## src/rtl/pipeline_hazard_sequencer.sv

```systemverilog
// rtl/pipeline_hazard_sequencer.sv - per-stage hold/flush sequencing, valid tracking and interrupt drain FSM
//
// Purpose: converts per-register hold/flush requests into per-register enable/clear and the PC enable.
// Tracks one valid bit per pipeline register. When an interrupt is requested, an entry FSM drains
// in-flight instructions, with a bounded timeout, and then takes the trap.
//
// Ports:
//   clk          core clock
//   reset        synchronous active-high reset
//   fetch_valid  fetch presents a valid instruction for R[0]
//   stall_req    bit i: R[i] holds this cycle
//   flush_req    bit i: redirect from stage i, kill R[0..i]
//   irq_req      interrupt pending (level)
//   irq_ack      one-cycle pulse on trap entry
//   pc_en        PC register enable
//   stage_en     per-register enable
//   stage_clr    per-register clear (wins over enable)
//   stage_valid  registered valid bit per register
//   draining     FSM is in DRAIN
//   stall_cycles saturating count of IDLE cycles with pc_en low
module pipeline_hazard_sequencer #(
  parameter int NUM_STAGES = 5,
  parameter int MAX_DRAIN  = 8,
  parameter int CNT_W      = 16
) (
  input  logic                  clk,
  input  logic                  reset,
  input  logic                  fetch_valid,
  input  logic [NUM_STAGES-1:0] stall_req,
  input  logic [NUM_STAGES-1:0] flush_req,
  input  logic                  irq_req,
  output logic                  irq_ack,
  output logic                  pc_en,
  output logic [NUM_STAGES-1:0] stage_en,
  output logic [NUM_STAGES-1:0] stage_clr,
  output logic [NUM_STAGES-1:0] stage_valid,
  output logic                  draining,
  output logic [CNT_W-1:0]      stall_cycles
);

  localparam int N  = NUM_STAGES;
  localparam int DW = (MAX_DRAIN > 1) ? $clog2(MAX_DRAIN) : 1;

  typedef enum logic [1:0] {
    S_IDLE,
    S_DRAIN,
    S_TRAP
  } state_e;

  state_e         state_q, state_d;
  logic [DW-1:0]  cnt_q, cnt_d;
  logic [N-1:0]   valid_q, valid_d;
  logic [CNT_W-1:0] stall_q, stall_d;

  logic [N-1:0] hold;
  logic [N-1:0] kill;
  logic [N-1:0] bubble;
  logic [N-1:0] trap_clr;

  // A stalled register forces every younger register to hold too. A flush kills
  // everything younger than, and including, the redirecting stage.
  always_comb begin
    hold = '0;
    kill = '0;
    hold[N-1] = stall_req[N-1];
    kill[N-1] = flush_req[N-1];
    for (int k = N - 2; k >= 0; k--) begin
      hold[k] = stall_req[k] | hold[k+1];
      kill[k] = flush_req[k] | kill[k+1];
    end
  end

  // Insert a bubble into the first register that advances past a holding one.
  always_comb begin
    bubble = '0;
    for (int k = 0; k < N - 1; k++) begin
      bubble[k+1] = hold[k] & ~hold[k+1];
    end
  end

  // Trap entry discards everything except the oldest register.
  always_comb begin
    trap_clr = '0;
    if (state_q == S_TRAP) begin
      trap_clr[N-2:0] = '1;
    end
  end

  assign stage_en  = ~hold;
  assign stage_clr = kill | bubble | trap_clr;

  // A flush redirects the PC, so fetch is allowed even while R[0] holds.
  assign pc_en = (state_q == S_IDLE) & (~hold[0] | kill[0]);

  // Gated by reset so that a reset landing in TRAP never produces an acknowledge.
  assign irq_ack      = (state_q == S_TRAP) & ~reset;
  assign draining     = (state_q == S_DRAIN);
  assign stage_valid  = valid_q;
  assign stall_cycles = stall_q;

  always_comb begin
    valid_d = valid_q;
    if (stage_clr[0]) begin
      valid_d[0] = 1'b0;
    end else if (stage_en[0]) begin
      valid_d[0] = fetch_valid & pc_en;
    end
    for (int k = 1; k < N; k++) begin
      if (stage_clr[k]) begin
        valid_d[k] = 1'b0;
      end else if (stage_en[k]) begin
        valid_d[k] = valid_q[k-1];
      end
    end
  end

  always_comb begin
    stall_d = stall_q;
    if ((state_q == S_IDLE) && !pc_en && (stall_q != {CNT_W{1'b1}})) begin
      stall_d = stall_q + CNT_W'(1);
    end
  end

  // The drain exit looks at next-cycle valids, so TRAP begins on the first cycle
  // after R[N-2:0] have emptied rather than one cycle later.
  always_comb begin
    state_d = state_q;
    cnt_d   = cnt_q;
    case (state_q)
      S_IDLE: begin
        if (irq_req) begin
          state_d = S_DRAIN;
          cnt_d   = '0;
        end
      end
      S_DRAIN: begin
        cnt_d = cnt_q + DW'(1);
        if (!irq_req) begin
          state_d = S_IDLE;
        end else if ((valid_d[N-2:0] == '0) || (cnt_q == DW'(MAX_DRAIN - 1))) begin
          state_d = S_TRAP;
        end
      end
      S_TRAP: begin
        state_d = S_IDLE;
      end
      default: begin
        state_d = S_IDLE;
      end
    endcase
  end

  always_ff @(posedge clk) begin
    if (reset) begin
      state_q <= S_IDLE;
      cnt_q   <= '0;
      valid_q <= '0;
      stall_q <= '0;
    end else begin
      state_q <= state_d;
      cnt_q   <= cnt_d;
      valid_q <= valid_d;
      stall_q <= stall_d;
    end
  end

endmodule

```

## config.mk

```make
export PLATFORM = sky130hd
export DESIGN_NAME = pipeline_hazard_sequencer
export DESIGN_NICKNAME = d
export VERILOG_FILES = /design/src/rtl/pipeline_hazard_sequencer.sv
export SDC_FILE = /design/constraint.sdc
export NUM_CORES = 1
export LEC_CHECK = 0
export CAP_MARGIN = 20
export CORE_UTILIZATION = 45
export CTS_CLUSTER_SIZE = 10
export DETAILED_ROUTE_END_ITERATION = 8
export GPL_TIMING_DRIVEN = 0
export PLACE_DENSITY = 0.79
export SLEW_MARGIN = 25
export SYNTH_ARGS = -nofsm -noshare
export SYNTH_HDL_FRONTEND = slang
export SYNTH_SLANG_ARGS = --single-unit
```

## constraint.sdc

```tcl
create_clock -name clk -period 2.9 [get_ports clk]
set_clock_uncertainty 0.05 [all_clocks]
set_input_delay 0.87 -clock clk [delete_from_list [all_inputs] [get_ports clk]]
set_output_delay 0.87 -clock clk [all_outputs]
set_load 0.01 [all_outputs]
```

==> key figures, run 1 <==
Timing
  – Setup repair after global routing missed its margin: false
  – F_max: 348 MHz
  – Period utilization: 0.991
  – Minimum clock period: 2.87 ns
  – Fin Setup TNS: 0 ns
  – Worst slew pin tran: 0.879 ns
  – Slew Viols, Final: 0
  – Setup violations, final: 0
  – Relative slew slack: 0.408
  – Hold Violations, Final: 0

Final layout
  – Finished Core Util: 0.705
  – Area delta synth->final: 42.8%
  – Layout cells sized above 1: 0.176
  – N_diodes: 0
  – Fillers: 224
  – NumNets Final: 234

Pwr
  – Leak Pwr: 0.750 nW
  – Power per Cell Area: 313 nW/um^2
  – Design Power: 0.000629 W
  – VDD IR-drop max: 0.000228 V

Clock network
  – Root buf cell: clkbuf_4
  – Worst-skew pair later-pin latency: 0.33 ns
  – Num CTS Buffers: 3
  – CTS Buffer Depth: 2
  – Num Clock Sinks: 26
  – CTS tree: built
  – H-tree levels: 1
  – CTS clk-pin slew, worst paths: 0.14 ns

Critical path
  – Worst Setup EP: pc_en
  – Worst setup path class: input pin to primary output
  – R2r worst-path depth: 7
  – Worst R2R Setup Slack: 0.47 ns
  – CP startpoint: stall_req[3]
  – Reg2reg end: stall_cycles[12]
  – Max FO, Critical Path: 5
  – R2r startpoint: stall_cycles[0]
  – Req. time, crit path: 1.98 ns
  – CP Launch Type: input pin
  – Setup crit end kind: primary output
  – WP data arrival: 1.95 ns

Floorplanning
  – Die Y: 57.9 um
  – Total core area: 2850 sq um
  – Ports: 48
  – Placement row count: 19
  – Die width: 57.9 um
  – Full die area: 3360 sq um
  – Initial core utilization: 0.493

Detailed routing
  – Initial DRC Count: 68
  – Drt pass-1 iters: 6
  – Avg Vias per Cell: 5.65
  – Routed Wire Length: 3.69 mm
  – Post-route ant nets: 0
  – Wirelength per Cell: 15.0 um
  – Routed via count: 1395
  – # DRC: 1

GRT
  – Total GRT Usage: 0.233
  – Initial antenna violation count: 0
  – First-pass GRT wire length: 6.09 mm
  – Overflow after GRT: 0
  – Largest net degree at the start of global routing: 15
  – Vias in the first global route: 1335

Logic synthesis
  – Post-synthesis sequential area ratio: 0.370
  – Yosys cell types: 47
  – Synth Flop Type: dfxtp_1
  – Post-Synthesis Cells: 160
  – Flops & latches, synth: 26
  – Syn_area_per_cell: 8.80 sq um
  – Post-synth EDFFs: 0
  – Synthesized cell area: 1410 sq um
  – FFs w/ async S/R, synth: 0
  – Syn_nets: 177
  – Ys Warns: 0

Worst hold path
  – Hold Path Class: register to register
  – Hold Crit Start: stage_valid[2]
  – Hold Crit Depth: 2

Run status
  – Failing checks: design-rule violations
  – Status: finished, violations left

Placed design
  – Input/output buffers: 47
  – Gpl congestion: 0.829
  – Post-DP HPWL: 2.73 mm

Job
  – Max-cap violation count: 0
## state kept, by name (all words and copies together), names as in the netlist
name,count
cnt_q,3
stall_cycles,16
stage_valid,5
state_q,2
## worst max-delay path: stages
cell    delay, ns
buf_6        0.11
or4_4        0.59
nor2_4       0.11
o21a_1       0.14
buf_2        0.13
## where the power goes
group | total (W) | internal, W | switching [W]
clock | 0.000185 | 0.0000769 | 0.000108
combinational | 0.0000814 | 0.0000388 | 0.0000426
sequential | 0.000363 | 0.000360 | 0.00000280
## Yosys cell counts (2+ instances only)
library cell / n / share of area
and4b_1: 2 / 0.014
nand3_1: 10 / 0.036
a22oi_1: 2 / 0.011
inv_1: 6 / 0.016
mux2i_1: 4 / 0.028
xor2_1: 2 / 0.012
a21oi_1: 7 / 0.025
mux2_2: 3 / 0.024
dfxtp_1: 26 / 0.37
or3_1: 4 / 0.018
ha_1: 3 / 0.027
o21ai_0: 6 / 0.021
nand2_1: 8 / 0.021
clkbuf_1: 3 / 0.0080
or4_1: 3 / 0.016
nor2b_1: 6 / 0.027
nor2_1: 21 / 0.056
nor3_1: 6 / 0.021
nor4_1: 5 / 0.022
a21o_1: 2 / 0.011
xnor2_1: 4 / 0.025
nand4_1: 2 / 0.0089
## how the worst min path moves through the flow
| stage | endpoint | slack (ns) |
|---|---|---|
| after floorplan | cnt_q[1] | 0.42 |
| after global placement | cnt_q[1] | 0.44 |
| after detailed placement | stage_valid[3] | 0.44 |
| after CTS | stage_valid[3] | 0.46 |
| after global routing | stage_valid[3] | 0.48 |
| final | stage_valid[3] | 0.46 |
## stage by stage
step                      hold slack [ns]  worst slack (ns)  cell area [sq um]  instances
final                               0.456            0.0269               2010        247
after global routing                0.481           0.00313               2010        247
after CTS                           0.458           -0.0511               2010        247
after detailed placement            0.438            -0.823               1920        238
after global placement              0.436            -0.828               1920        238
after floorplan                     0.420             0.130               1410        160
## area by class of cell
class | count | area, sq um | area share
Multi-Input combinational cell | 122 | 871 | 0.433
Sequential cell | 26 | 520 | 0.259
Timing Repair Buffer | 53 | 483 | 0.240
Tap cell | 31 | 38.8 | 0.0193
Clock buffer | 4 | 36.3 | 0.0180
Inverter | 7 | 31.3 | 0.0156
Buffer | 4 | 30.0 | 0.0149
## layout by cell type, fill, tap and decap left out, types with 4 or more instances in the layout
master / instances
nor3_1: 4
or3_1: 4
nor4_1: 5
buf_4: 7
clkdlybuf4s50_1: 28
buf_2: 5
mux2i_1: 4
nor2b_1: 6
nor2_1: 19
inv_1: 6
dfxtp_1: 26
a21oi_1: 7
dlygate4sd2_1: 8
xnor2_1: 4
nand2_1: 7
nand3_1: 10
o21ai_0: 6
## metal layers
layer | routed length (um) | track usage
met1 | 1720 | 0.320
met2 | 1820 | 0.369
met3 | 143 | 0.0558
met4 | 16 | 0.0544
met5 | 0 | 0
## cells by family after synthesis
family	count (synthesis)	share of synthesized area
AOI/OAI and AO/OA	29	0.164
xor gates and xnor gates	6	0.0373
adders and majority gates	3	0.0267
buffers and inverters	12	0.0391
DFF	26	0.370
muxes	7	0.0524
and+or+nand+nor	77	0.311
## repair_timing
action / CTS / global route
pin swaps: 5 / 5
hold buffers: 0 / 0
setup endpoints to repair: 13 / 9
buffers inserted: 6 / 0
gates resized for setup: 47 / 10
gates cloned: 0 / 0
(Power assumes the default switching activity.)
==> run 2: changes to the inputs <==
--- a/config.mk
+++ b/config.mk
@@ -6,11 +6,12 @@
 export NUM_CORES = 1
 export LEC_CHECK = 0
 export CAP_MARGIN = 20
-export CORE_UTILIZATION = 45
+export CORE_UTILIZATION = 40
 export CTS_CLUSTER_SIZE = 10
 export DETAILED_ROUTE_END_ITERATION = 8
 export GPL_TIMING_DRIVEN = 0
-export PLACE_DENSITY = 0.79
+export PLACE_DENSITY = 0.75
+export REMOVE_ABC_BUFFERS = 1
 export SLEW_MARGIN = 25
 export SYNTH_ARGS = -nofsm -noshare
 export SYNTH_HDL_FRONTEND = slang
==> constraint.sdc (replaced) <==
create_clock -name clk -period 2.4 [get_ports clk]
set_clock_uncertainty 0.05 [all_clocks]
set_input_delay 0.72 -clock clk [delete_from_list [all_inputs] [get_ports clk]]
set_output_delay 0.72 -clock clk [all_outputs]
set_load 0.01 [all_outputs]
==> key figures, run 2 (synthesis gave the netlist of run 1 again) <==
Critical path
  – Worst setup path class: input pin to primary output
  – CP Launch Type: input pin
  – WP data arrival: 1.74 ns
  – Max FO, Critical Path: 3
  – Setup crit end kind: primary output
  – R2r worst-path depth: 5
  – Req. time, crit path: 1.63 ns

Detailed routing
  – WL met2: 1.73 mm
  – Initial DRC Count: 90
  – Met3 WL: 104 um
  – Routed via count: 1412
  – Drt pass-1 iters: 4
  – Post-route ant nets: 0
  – # DRC: 0
  – Wl on met1: 1.64 mm
  – Wirelength per Cell: 13.6 um
  – Routed Wire Length: 3.51 mm
  – Uppermost layer routed: met4
  – Avg Vias per Cell: 5.45

Job
  – Max-cap violation count: 0

Final layout
  – Fillers: 321
  – Post-Layout Cell Count: 259
  – NumNets Final: 231
  – Most frequent cells in the layout: 28 x clkdlybuf4s50_1, 26 x dfxtp_1, 19 x nor2_1
  – Most common cell after layout, fill and taps aside: clkdlybuf4s50_1
  – N_diodes: 0
  – Number of flip-flops in the largest register: 16
  – Layout cells sized above 1: 0.216
  – Area delta synth->final: 45.9%

Floorplanning
  – Initial core utilization: 0.419
  – Die Y: 61.3 um
  – Ports: 48
  – Placement row count: 21
  – Total core area: 3360 sq um
  – Full die area: 3760 sq um
  – Die width: 61.3 um

Pwr
  – Switching share of power: 0.241
  – Clock power frac: 0.291
  – Pint: 0.000579 W
  – VDD IR-drop max: 0.000285 V
  – Leak Pwr: 0.739 nW
  – Power per Cell Area: 372 nW/um^2
  – Net Sw Power: 0.000184 W
  – Reg power frac: 0.574
  – Combinational Power Share: 0.135

Worst hold path
  – Hold Crit Depth: 2
  – Hold Path Class: register to register

Clock network
  – Worst-skew pair later-pin latency: 0.32 ns
  – CTS Buffer Depth: 2
  – CTS Hold Bufs: 0
  – H-tree levels: 1
  – CTS tree: built
  – Root buf cell: clkbuf_4
  – CTS clk-pin slew, worst paths: 0.14 ns
  – Num CTS Buffers: 3
  – Num Clock Sinks: 26

Placed design
  – Post-DP HPWL: 2.58 mm
  – Setup Slack @ Placement: -1.04 ns
  – Gpl congestion: 0.794
  – DP Cell Count: 248
  – Input/output buffers: 47

GRT
  – Largest net degree at the start of global routing: 31
  – Total GRT Usage: 0.196
  – Vias in the first global route: 1296
  – Overflow after GRT: 0
  – Initial antenna violation count: 0
  – First-pass GRT wire length: 5.52 mm

Timing
  – F_max: 399 MHz
  – Period utilization: 1.04
  – Setup violations, final: 3
  – Fin Setup TNS: -0.194 ns
  – Worst slew pin tran: 0.545 ns
  – Slew Viols, Final: 0
  – Hold Violations, Final: 0
  – Minimum clock period: 2.51 ns
  – Relative slew slack: 0.634
  – Fin worst setup slack: -0.105 ns
  – Setup repair after global routing missed its margin: true

Run status
  – Failing checks: negative setup slack
  – Status: finished, violations left
run 2: cell types whose count changed in the layout (fill, tap and decap cells not counted), moves of 2 or more:
cell,change
dlymetal6s2s_1,-2
nor4_2,+2
nor4_1,-2
buf_8,+3
dlygate4sd2_1,-4
run 2: power by group through the flow:
stage          clock [W]  sequential (W)  combinational, W
6_report        0.000222        0.000438          0.000103
5_1_grt         0.000250        0.000439          0.000111
4_1_cts         0.000231        0.000438         0.0000988
3_5_place_dp           0        0.000448         0.0000923
3_3_place_gp           0        0.000447         0.0000900
2_1_floorplan          0        0.000447         0.0000324
run 2: per-stage QoR:
stage | area (sq um) | total power [W] | utilization | hold WS, ns
2_1_floorplan | 1380 | 0.000479 | - | 0.420
3_3_place_gp | 1910 | 0.000537 | 0.568 | 0.433
3_5_place_dp | 1910 | 0.000540 | 0.568 | 0.438
4_1_cts | 2030 | 0.000768 | 0.604 | 0.440
5_1_grt | 2050 | 0.000800 | 0.610 | 0.464
6_report | 2050 | 0.000763 | 0.610 | 0.446
run 2: cell type report:
type | count | area, sq um | area share
multi-input cells | 122 | 910 | 0.443
flip-flops and latches | 26 | 520 | 0.254
repair buffers | 54 | 498 | 0.243
well taps | 46 | 57.6 | 0.0280
clock buffers | 4 | 36.3 | 0.0177
inverters | 7 | 31.3 | 0.0152
run 2: final timing paths:
path | from | endpoint | slack, ns
min reg2reg | stage_valid[2] | stage_valid[3] | 0.45
max | stall_req[1] | pc_en | -0.11
min | stage_valid[2] | stage_valid[3] | 0.45
max reg2reg | stall_cycles[3] | stall_cycles[11] | 0.28
run 2: routing by layer:
layer,up-vias,GRT usage
li1,704,-
met4,0,0.0747
met5,-,0
met2,27,0.349
met3,4,0.0273
met1,677,0.237
run 2: worst max-delay path: stages:
cell and delay [ns]:
buf_8 0.09, or4_4 0.58, nor2_4 0.11, o21a_1 0.11, buf_2 0.12
run 2: timing repair:
| action | in CTS | in global routing |
|---|---|---|
| setup endpoints to repair | 30 | 10 |
| endpoints found under the hold margin | 0 | 0 |
| pin swaps | 6 | 5 |
| resized for setup | 74 | 12 |
| buffers inserted | 6 | 1 |
==> run 3: changes to the inputs <==
--- a/config.mk
+++ b/config.mk
@@ -5,12 +5,12 @@
 export SDC_FILE = /design/constraint.sdc
 export NUM_CORES = 1
 export LEC_CHECK = 0
-export CAP_MARGIN = 20
-export CORE_UTILIZATION = 40
+export CORE_UTILIZATION = 47
 export CTS_CLUSTER_SIZE = 10
 export DETAILED_ROUTE_END_ITERATION = 8
+export GPL_ROUTABILITY_DRIVEN = 0
 export GPL_TIMING_DRIVEN = 0
-export PLACE_DENSITY = 0.75
+export PLACE_DENSITY = 0.82
 export REMOVE_ABC_BUFFERS = 1
 export SLEW_MARGIN = 25
 export SYNTH_ARGS = -nofsm -noshare
==> constraint.sdc (replaced) <==
create_clock -name clk -period 3.2 [get_ports clk]
set_clock_uncertainty 0.05 [all_clocks]
set_input_delay 0.96 -clock clk [delete_from_list [all_inputs] [get_ports clk]]
set_output_delay 0.96 -clock clk [all_outputs]
set_load 0.01 [all_outputs]
==> key figures, run 3 (synthesis gave the netlist of run 1 again) <==
Run status
  – Status: finished, violations left
  – Failing checks: design-rule violations

Final layout
  – Fillers: 231
  – Number of flip-flops in the largest register: 16
  – Post-Layout Cell Count: 241
  – Most frequent cells in the layout: 30 x clkdlybuf4s50_1, 26 x dfxtp_1, 19 x nor2_1
  – Area delta synth->final: 41.2%
  – Layout cells sized above 1: 0.143
  – Area used by multi-input combinational logic: 872 sq um
  – N_diodes: 0
  – NumNets Final: 228
  – Register area: 520 sq um
  – Cell area after layout: 1990 sq um
  – Most common cell after layout, fill and taps aside: clkdlybuf4s50_1
  – Finished Core Util: 0.708

Pwr
  – VDD IR-drop max: 0.000215 V
  – Design Power: 0.000632 W
  – Power per Cell Area: 318 nW/um^2
  – Leak Pwr: 0.734 nW

Detailed routing
  – Initial DRC Count: 85
  – Post-route ant nets: 0
  – Avg Vias per Cell: 5.88
  – Drt pass-1 iters: 6
  – # DRC: 8
  – Routed Wire Length: 3.57 mm
  – Wirelength per Cell: 14.8 um
  – Routed via count: 1416

Worst hold path
  – Hold Crit Start: state_q[1]
  – Worst Hold End: state_q[0]
  – Hold Crit Depth: 1
  – Hold Path Class: register to register

Critical path
  – Setup crit end kind: primary output
  – CP Launch Type: input pin
  – Buf/Inv on CP: 2
  – CP delay by family, top: simple AND/OR/NAND/NOR gates
  – Slowest stage delay, CP: 0.60 ns
  – Reg2reg end: stall_cycles[11]
  – R2r worst-path depth: 6
  – CP max-delay cell: or4_4
  – Max FO, Critical Path: 3
  – Worst R2R Setup Slack: 0.78 ns
  – Req. time, crit path: 2.19 ns
  – WP data arrival: 2.13 ns
  – R2r startpoint: stall_cycles[0]
  – CP startpoint: stall_req[1]
  – Worst setup path class: input pin to primary output
  – Worst path cell trace: clkdlybuf4s15_1 > or4_4 > nor2_4 > o21a_1 > buf_2

Placed design
  – DP Cell Count: 233
  – Input/output buffers: 47
  – Post-DP HPWL: 2.54 mm
  – Placement Cell Area: 1890 sq um
  – Setup Slack @ Placement: -0.717 ns

Timing
  – F_max: 318 MHz
  – Minimum clock period: 3.14 ns
  – Fin worst setup slack: 0.0561 ns
  – Worst slew pin tran: 0.853 ns
  – Slew Viols, Final: 0
  – Hold Violations, Final: 0
  – Relative slew slack: 0.426
  – Setup repair after global routing missed its margin: false
  – Period utilization: 0.982
  – Setup violations, final: 0

Clock network
  – CTS tree: built
  – Root buf cell: clkbuf_4
  – CTS clk-pin slew, worst paths: 0.15 ns
  – Num CTS Buffers: 3
  – CTS Buffer Depth: 2
  – Worst-skew pair later-pin latency: 0.34 ns
  – H-tree levels: 1
  – CTS Hold Bufs: 0
  – Num Clock Sinks: 26

Floorplanning
  – Initial core utilization: 0.502
  – Die width: 56.7 um
  – Total core area: 2810 sq um
  – Die Y: 56.7 um
  – Placement row count: 19
  – Ports: 48
  – Full die area: 3220 sq um

GRT
  – Initial antenna violation count: 0
  – Total GRT Usage: 0.235
  – Overflow after GRT: 0
  – Vias in the first global route: 1382
  – First-pass GRT wire length: 5.93 mm
  – Largest net degree at the start of global routing: 31

Job
  – Max-cap violation count: 0
==> run 3: cell types whose count changed in the layout (fill, tap and decap cells not counted), sizes merged <==
cell | before | now
bufinv | 0 | 1
clkdlybuf4s50 | 28 | 30
clkdlybuf4s15 | 3 | 2
dlygate4sd2 | 4 | 8
clkbuf | 6 | 5
buf | 17 | 7
dlymetal6s2s | 0 | 2
==> run 3: how the worst max path moves through the flow <==
| stage | to | slack [ns] | cells after the start |
|---|---|---|---|
| detailed placement | pc_en | -0.72 | 5 |
| global route | pc_en | 0.004 | 5 |
| floorplan | pc_en | 0.25 | 3 |
| CTS | pc_en | 0.004 | 5 |
| global placement | pc_en | -0.68 | 5 |
| finish | pc_en | 0.06 | 5 |
==> run 3: area by class of cell <==
| type | count | share of cell area |
|---|---|---|
| Timing Repair Buffer | 51 | 0.237 |
| Multi-Input combinational cell | 122 | 0.439 |
| Inverter | 7 | 0.0157 |
| Tap cell | 31 | 0.0195 |
| Clock inverter | 1 | 0.0151 |
| Sequential cell | 26 | 0.262 |
| Clock buffer | 3 | 0.0113 |
==> run 3: power breakdown <==
group / internal, W / leakage, nW / switching [W] / total (W)
Sequential: 0.000326 / 0.210 / 0.00000251 / 0.000329
Combinational: 0.0000327 / 0.497 / 0.0000385 / 0.0000713
Clock: 0.000127 / 0.0279 / 0.000105 / 0.000232
Total: 0.000486 / 0.734 / 0.000146 / 0.000632
==> run 3: routing by layer <==
layer	vias up	wire length, um	part of all wire	track usage
li1	686	-	-	-
met1	666	1520	0.42	0.274
met2	54	1760	0.49	0.427
met3	10	212	0.059	0.0323
met4	0	84	0.024	0.0964
met5	-	0	0	0
==> run 3: stage by stage <==
step	setup TNS, ns	hold slack [ns]
2_1_floorplan	0	0.420
3_3_place_gp	-5.75	0.437
3_5_place_dp	-6.47	0.451
4_1_cts	0	0.478
5_1_grt	0	0.495
6_report	0	0.479
==> run 3: repair_timing <==
| action | 4_1_cts | 5_1_grt |
|---|---|---|
| gates resized for setup | 36 | 7 |
| setup buffers | 4 | 0 |
| endpoints found under the setup margin | 11 | 6 |
| pin swaps | 3 | 3 |
